$ cat src/rtl/hc595_frame_serializer.sv
// hc595_frame_serializer
// Takes one parallel frame through a valid/ready handshake. It shifts the frame
// MSB-first into a chain of 74HC595s, then pulses the storage latch once.
// Ports:
//   clk_i    system clock
//   rst_ni   asynchronous active-low reset
//   valid_i  producer offers a frame on data_i
//   ready_o  idle, a frame can be accepted this cycle
//   data_i   frame, bit W-1 is shifted out first
//   sclk_o   595 SRCLK
//   data_o   595 SER
//   latch_o  595 RCLK
//   busy_o   frame in progress (inverse of ready_o)
module hc595_frame_serializer #(
  parameter int unsigned NUM_ICS  = 2,
  parameter int unsigned SCLK_DIV = 1
) (
  input  logic                   clk_i,
  input  logic                   rst_ni,
  input  logic                   valid_i,
  output logic                   ready_o,
  input  logic [8*NUM_ICS-1:0]   data_i,
  output logic                   sclk_o,
  output logic                   data_o,
  output logic                   latch_o,
  output logic                   busy_o
);

  localparam int unsigned W       = 8 * NUM_ICS;
  localparam int unsigned DIV_W   = (SCLK_DIV < 1) ? 1 : $clog2(SCLK_DIV + 1);
  localparam int unsigned CNT_W   = $clog2(W);
  localparam int unsigned DIV_MAX = (SCLK_DIV < 1) ? 0 : SCLK_DIV - 1;

  localparam logic [DIV_W-1:0] DIV_LAST  = DIV_W'(DIV_MAX);
  localparam logic [CNT_W-1:0] CNT_FIRST = CNT_W'(W - 1);

  typedef enum logic [1:0] {
    S_IDLE     = 2'd0,
    S_SHIFT_LO = 2'd1,
    S_SHIFT_HI = 2'd2,
    S_LATCH    = 2'd3
  } state_t;

  state_t           r_state;
  logic [DIV_W-1:0] r_div;
  logic [CNT_W-1:0] r_cnt;
  logic [W-1:0]     r_shreg;
  logic             r_sclk;
  logic             r_latch;
  logic             r_ready;
  logic             r_busy;

  state_t           w_state_nxt;
  logic [DIV_W-1:0] w_div_nxt;
  logic [CNT_W-1:0] w_cnt_nxt;
  logic [W-1:0]     w_shreg_nxt;
  logic             w_div_done;

  // Divider period must fit the 1..255 range.
  always_ff @(posedge clk_i) begin
    assert (SCLK_DIV >= 1 && SCLK_DIV <= 255)
      else $error("hc595_frame_serializer: SCLK_DIV=%0d out of range 1..255", SCLK_DIV);
  end

  assign w_div_done = (r_div == DIV_LAST);

  // Next-state, divider, bit counter and shift register.
  always_comb begin
    w_state_nxt = r_state;
    w_div_nxt   = r_div;
    w_cnt_nxt   = r_cnt;
    w_shreg_nxt = r_shreg;
    unique case (r_state)
      S_IDLE: begin
        if (valid_i) begin
          w_state_nxt = S_SHIFT_LO;
          w_shreg_nxt = data_i;
          w_cnt_nxt   = CNT_FIRST;
          w_div_nxt   = '0;
        end
      end
      S_SHIFT_LO: begin
        if (w_div_done) begin
          w_state_nxt = S_SHIFT_HI;
          w_div_nxt   = '0;
        end else begin
          w_div_nxt = r_div + DIV_W'(1);
        end
      end
      S_SHIFT_HI: begin
        if (w_div_done) begin
          w_div_nxt = '0;
          if (r_cnt != '0) begin
            // Next bit appears on SER together with the SRCLK falling edge.
            w_state_nxt = S_SHIFT_LO;
            w_cnt_nxt   = r_cnt - CNT_W'(1);
            w_shreg_nxt = {r_shreg[W-2:0], 1'b0};
          end else begin
            w_state_nxt = S_LATCH;
          end
        end else begin
          w_div_nxt = r_div + DIV_W'(1);
        end
      end
      S_LATCH: begin
        if (w_div_done) begin
          w_state_nxt = S_IDLE;
          w_div_nxt   = '0;
        end else begin
          w_div_nxt = r_div + DIV_W'(1);
        end
      end
      default: begin
        w_state_nxt = S_IDLE;
        w_div_nxt   = '0;
      end
    endcase
  end

  // State register; serial outputs are decoded from the next state so they are flops.
  always_ff @(posedge clk_i or negedge rst_ni) begin
    if (!rst_ni) begin
      r_state <= S_IDLE;
      r_div   <= '0;
      r_cnt   <= '0;
      r_shreg <= '0;
      r_sclk  <= 1'b0;
      r_latch <= 1'b0;
      r_ready <= 1'b1;
      r_busy  <= 1'b0;
    end else begin
      r_state <= w_state_nxt;
      r_div   <= w_div_nxt;
      r_cnt   <= w_cnt_nxt;
      r_shreg <= w_shreg_nxt;
      r_sclk  <= (w_state_nxt == S_SHIFT_HI);
      r_latch <= (w_state_nxt == S_LATCH);
      r_ready <= (w_state_nxt == S_IDLE);
      r_busy  <= (w_state_nxt != S_IDLE);
    end
  end

  // SER is the MSB of the shift register and holds the last bit through LATCH/IDLE.
  assign data_o  = r_shreg[W-1];
  assign sclk_o  = r_sclk;
  assign latch_o = r_latch;
  assign ready_o = r_ready;
  assign busy_o  = r_busy;

endmodule

$ cat config.mk
export PLATFORM = sky130hd
export DESIGN_NAME = hc595_frame_serializer
export DESIGN_NICKNAME = d
export VERILOG_FILES = /design/src/rtl/hc595_frame_serializer.sv
export SDC_FILE = /design/constraint.sdc
export NUM_CORES = 1
export LEC_CHECK = 0
export CAP_MARGIN = 20
export CORE_MARGIN = 4
export CORE_UTILIZATION = 35
export DETAILED_ROUTE_END_ITERATION = 10
export GPL_TIMING_DRIVEN = 0
export PLACE_DENSITY_LB_ADDON = 0.25
export REMOVE_ABC_BUFFERS = 1
export SLEW_MARGIN = 20
export SYNTH_ARGS = -nofsm -noshare
export SYNTH_HDL_FRONTEND = slang
export SYNTH_SLANG_ARGS = --single-unit
$ cat constraint.sdc
create_clock -name clk_i -period 2.85 [get_ports clk_i]
set_input_delay 0.7125 -clock clk_i [delete_from_list [all_inputs] [get_ports clk_i]]
set_output_delay 0.7125 -clock clk_i [all_outputs]
set_load 0.05 [all_outputs]
==> results of run 1 <==
==> metal layers <==
metal,vias to the layer above,GRT usage [%],wire [µm],part of all wire [%]
li1,378,-,-,-
met1,384,13.9,985,47
met2,19,17.8,960,46
met3,4,3.91,125,6.0
met4,0,3.89,27,1.3
met5,-,0,0,0
==> state kept, by name, summed over array words and instances (netlist names) <==
register and cells:
r_shreg 16, r_cnt 4, r_state 2, busy_o 1
latch_o 1, ready_o 1, sclk_o 1
==> logic make-up (layout without fill, tap and decap cells) <==
group           Yosys count  after routing  share of synthesized area (%)
simple gates             29             29                           16.3
flops                    26             26                           55.5
compound gates           21             21                           17.2
buf+inv                   9             32                           4.26
mux                       5              5                           4.58
fa+ha+maj                 2              2                           2.13
==> report_power, final <==
part / leakage (nW) / internal, mW / total, mW / switching (mW)
logic: 0.278 / 0.275 / 0.591 / 0.316
registers: 0.286 / 0.533 / 0.635 / 0.102
clock network: 0.0279 / 0.142 / 0.256 / 0.113
==> layout make-up <==
cell class                      instances  area (µm²)  area share, %
Inverter                                5        18.8           1.27
Clock buffer                            3        22.5           1.53
Multi-Input combinational cell         57         472           32.0
Sequential cell                        26         652           44.2
Tap cell                               44        55.1           3.73
Timing Repair Buffer                   23         225           15.3
Clock inverter                          1        30.0           2.04
==> path summary, 6_finish.rpt <==
path / from / depth (start not counted) / to
worst min-delay path: rst_ni / 1 / latch_o
worst max-delay path: ready_o / 1 / ready_o
max in group asynchronous: rst_ni / 1 / r_shreg[4]
min in group clk_i: r_shreg[14] / 1 / r_shreg[14]
worst min register to register: r_shreg[14] / 1 / r_shreg[14]
worst max register to register: r_cnt[0] / 5 / r_shreg[14]
==> layout by cell type, fill, tap and decap left out, types with 2 or more instances in the layout <==
cell type / count
dfrtp_1: 25
clkdlybuf4s50_1: 22
nand2b_1: 14
o221a_1: 13
inv_1: 5
clkbuf_4: 3
nor2b_1: 2
and2_1: 2
nor3_1: 2
mux2i_1: 2
mux2_2: 2
a21oi_1: 2
ha_1: 2
==> metrics by stage <==
stage | worst slack [ps] | std cells | instance area [µm²] | utilization, %
finish | 478 | 159 | 1480 | 47.2
global route | 411 | 159 | 1480 | 47.2
CTS | 459 | 159 | 1480 | 47.2
detailed placement | 340 | 155 | 1420 | 45.5
global placement | 347 | 155 | 1430 | 45.6
floorplan | 1080 | 88 | 1140 | -
==> results.toml, run 1 <==
[timing]
setup_viol = 0
skew_ps = 5.98
setup_tns_ps = 0
hold_viol_final = 0
grt_setup_unrepaired = "false"
max_slew_margin_pct = 31.8
tightest_slew_ps = 1020
period_needed_ps = 2370
maxSlewViolCount = 0
period_share_pct = 83.2
fmax_mhz = 422
hold_ws_ps = 347

[status]
status = "completed"

[synthesis]
yosysTopAreaCellShare_pct = 53.3
yosysWarnings = 0
postSynth.asyncResetShare_pct = 100
synthTopCellsByCount = "dfrtp_1, nand2b_1, o221a_1"
synth.top_cells.by_area = "dfrtp_1, o221a_1, nand2b_1, dfstp_2, ha_1"
seq_area_frac_synth_pct = 55.5
synth.distinct_cells = 31
yosys.area.top_type = "dfrtp_1"
synthCells = 92
syn_area_um2 = 1170
syn_avg_cell_area_um2 = 12.8
synth_seq_cells = 26
synth_edf_count = 0
yosysMostFrequentCell = "dfrtp_1"
synth-main-ff-cell = "dfrtp_1"

[route]
drt_iter0_markers = 34
routed_wl_mm = 2.10
dr_total_vias = 785
drt-pass1-iter-count = 4
post_drt_wl_per_cell_um = 13.2
drc = 0
drt-vias-per-instance = 4.94
ant_nets = 0

[setup_path]
cp.required_ps = 2140
crit_chain = "clkdlybuf4s50_1"
arrival_ps = 1660
cp-end-kind = "output port"
worst-path-buf-inv = 1
worst-setup-path-type = "flop to output port"
startpoint_type = "flop"
crit_family = "buffers and inverters"
max_stage_delay_ps = 790
critPathSlowestCell = "clkdlybuf4s50_1"
ff2ff_setup_slack_ps = 1000
worst-path-max-fanout = 1

[cells_and_area]
area_growth_syn_to_layout_pct = 25.7
nFillCells = 301
drive_gt1_share_pct = 9.57
fin_nets = 137
num_antenna_cells = 0

[clock_tree]
cts.sinks = 26
cts_tree = "done"
clock_path_buffers = 2
hold_buffers = 0
root_buffer = "clkbuf_4"
numCtsBuffers = 3
cts.reportedPaths.clkPinSlew_ps = 150
postCtsSetupRepairBufs = 0
insertion_delay_ps = 330
htreeDepth = 1
cts_resized = 0

[power]
ir_drop_mv = 0.467
p_per_area_nw_per_um2 = 1000
power.total_mw = 1.48
p_leak_nw = 0.591

[die]
die_h_um = 65.9
die-width_um = 65.9
dieArea_um2 = 4340
io_pins = 24
placeableCoreArea_um2 = 3130
std_cell_rows = 20
initial_utilization_pct = 37.5

[global_routing]
grt-ovfl-total = 0
grt_pass1_wl_mm = 3.70
grt_max_degree = 27
antenna_found_initial = 0
grt_pass1_vias = 815
grt_usage_pct = 11.2

[placed_design]
gp_congestion = 0.708
dp_hpwl_mm = 1.50
io_buffers = 23

[run]
drv_cap = 0

[hold_path]
hp-class = "input pin to async pin"
Power figures use the tool's default switching activity.
==> inputs of run 2 (changes only) <==
==> constraint.sdc (replaced) <==
create_clock -name clk_i -period 2.2 [get_ports clk_i]
set_input_delay 0.55 -clock clk_i [delete_from_list [all_inputs] [get_ports clk_i]]
set_output_delay 0.55 -clock clk_i [all_outputs]
set_load 0.05 [all_outputs]
==> run 2 against run 1 <==
Compared with the run above: global-route usage unchanged; combinational power up 28%; die area stayed put; sequential share of layout area is essentially flat; sequential power up 29%; via count unchanged; critical endpoint is now data_o.
==> results.toml, run 2 (same netlist as run 1, synthesis figures left out) <==
[power]
p_seq_share_pct = 43.0
p_clk_share_pct = 17.3
p_sw_mw = 0.688
switching_share_pct = 36.0
ir_drop_mv = 0.605
internal_power_mw = 1.22
p_per_area_nw_per_um2 = 1300
p_leak_nw = 0.594
comb_power_share_pct = 39.7

[cells_and_area]
fin_nets = 137
multi_input_area_um2 = 472
nFillCells = 301
fin_util_pct = 47.1
regArea_um2 = 652
area_growth_syn_to_layout_pct = 25.6
top_register = "r_shreg"
final_common_cell = "dfrtp_1"
stdcell_count = 159
num_antenna_cells = 0
layout_common_cells = "dfrtp_1, clkdlybuf4s50_1, nand2b_1, o221a_1, inv_1"
largest_register_ffs = 16
drive_gt1_share_pct = 9.57
reg.largest.list = "r_shreg (16), r_cnt (4), r_state (2)"

[die]
placeableCoreArea_um2 = 3130
io_pins = 24
dieArea_um2 = 4340
initial_utilization_pct = 37.5
std_cell_rows = 20
die-width_um = 65.9
die_h_um = 65.9

[hold_path]
hp-class = "input pin to async pin"

[global_routing]
grt_usage_pct = 11.2
grt_pass1_wl_mm = 3.70
grt_pass1_vias = 815
grt_max_degree = 27
grt-ovfl-total = 0
antenna_found_initial = 0

[setup_path]
worst-setup-path-type = "flop to output port"
worst_r2r_path_depth = 5
startpoint_type = "flop"
worst-path-max-fanout = 2
cp.required_ps = 1650
critPathSlowestCell = "clkdlybuf4s50_1"
crit_cells = 1
crit_family = "buffers and inverters"
worst-path-buf-inv = 1
arrival_ps = 1520
crit_chain = "clkdlybuf4s50_1"
cp-end-kind = "output port"
max_stage_delay_ps = 810

[timing]
fmax_mhz = 484
grt_setup_unrepaired = "false"
setup_viol = 0
maxSlewViolCount = 0
hold_viol_final = 0
tightest_slew_ps = 1020
max_slew_margin_pct = 31.8
skew_ps = 5.98
setup_tns_ps = 0
period_needed_ps = 2070
final.setup.worst_slack_ps = 133
period_share_pct = 93.9

[placed_design]
io_buffers = 23
dp_hpwl_mm = 1.50
dp_cells = 155
gp_congestion = 0.708
dp_worst_setup_slack_ps = -147

[clock_tree]
clock_path_buffers = 2
root_buffer = "clkbuf_4"
cts.reportedPaths.clkPinSlew_ps = 150
insertion_delay_ps = 330
numCtsBuffers = 3
htreeDepth = 1
cts_tree = "done"
postCtsSetupRepairBufs = 0
cts.sinks = 26

[route]
drc = 0
drt-pass1-iter-count = 4
routed_wl_mm = 2.10
dr_total_vias = 785
post_drt_wl_per_cell_um = 13.2
ant_nets = 0
drt-vias-per-instance = 4.94
drt_iter0_markers = 34

[run]
drv_cap = 0

[status]
status = "completed"
[run 2: power by group through the flow]
| stage | Sequential [mW] | Clock, mW | Combinational [mW] |
|---|---|---|---|
| floorplan | 0.930 | 0 | 0.444 |
| global placement | 0.826 | 0 | 0.767 |
| CTS | 0.821 | 0.338 | 0.780 |
| global route | 0.849 | 0.362 | 0.840 |
| detailed placement | 0.831 | 0 | 0.783 |
| finish | 0.822 | 0.331 | 0.759 |
[run 2: layer usage]
metal	GRT usage, %	wire (µm)	vias to the layer above
met5	0	0	-
met4	3.89	27	0
met3	3.91	125	4
met2	17.8	960	19
met1	13.9	985	384
li1	-	-	378
[run 2: worst paths after layout]
check,from,end,slack (ps)
worst min-delay path,rst_ni,latch_o,180
min in group clk_i,r_shreg[14],r_shreg[14],520
worst max register to register,r_cnt[0],r_shreg[14],350
worst min register to register,r_shreg[14],r_shreg[14],520
worst max-delay path,r_shreg[15],data_o,130
max in group asynchronous,rst_ni,r_shreg[4],1630
[run 2: area by class of cell]
cell class                 instances  area share, %
inverter                           5           1.27
timing repair buffer              23           15.2
tap                               44           3.74
clock inverter                     1           2.04
clock buffer                       3           1.53
sequential                        26           44.2
multi-input combinational         57           32.0
[run 2: timing repair]
action / 4_1_cts / 5_1_grt
gates resized for setup: 1 / 0
hold buffers: 0 / 0
setup endpoints to repair: 1 / 0
[run 2: through the flow]
| stage | total power [mW] | cell area, µm² | hold slack (ps) |
|---|---|---|---|
| 4_1_cts | 1.94 | 1470 | 198 |
| 6_report | 1.91 | 1470 | 185 |
| 3_3_place_gp | 1.59 | 1430 | 475 |
| 2_1_floorplan | 1.37 | 1140 | 254 |
| 3_5_place_dp | 1.61 | 1420 | 477 |
| 5_1_grt | 2.05 | 1470 | 205 |
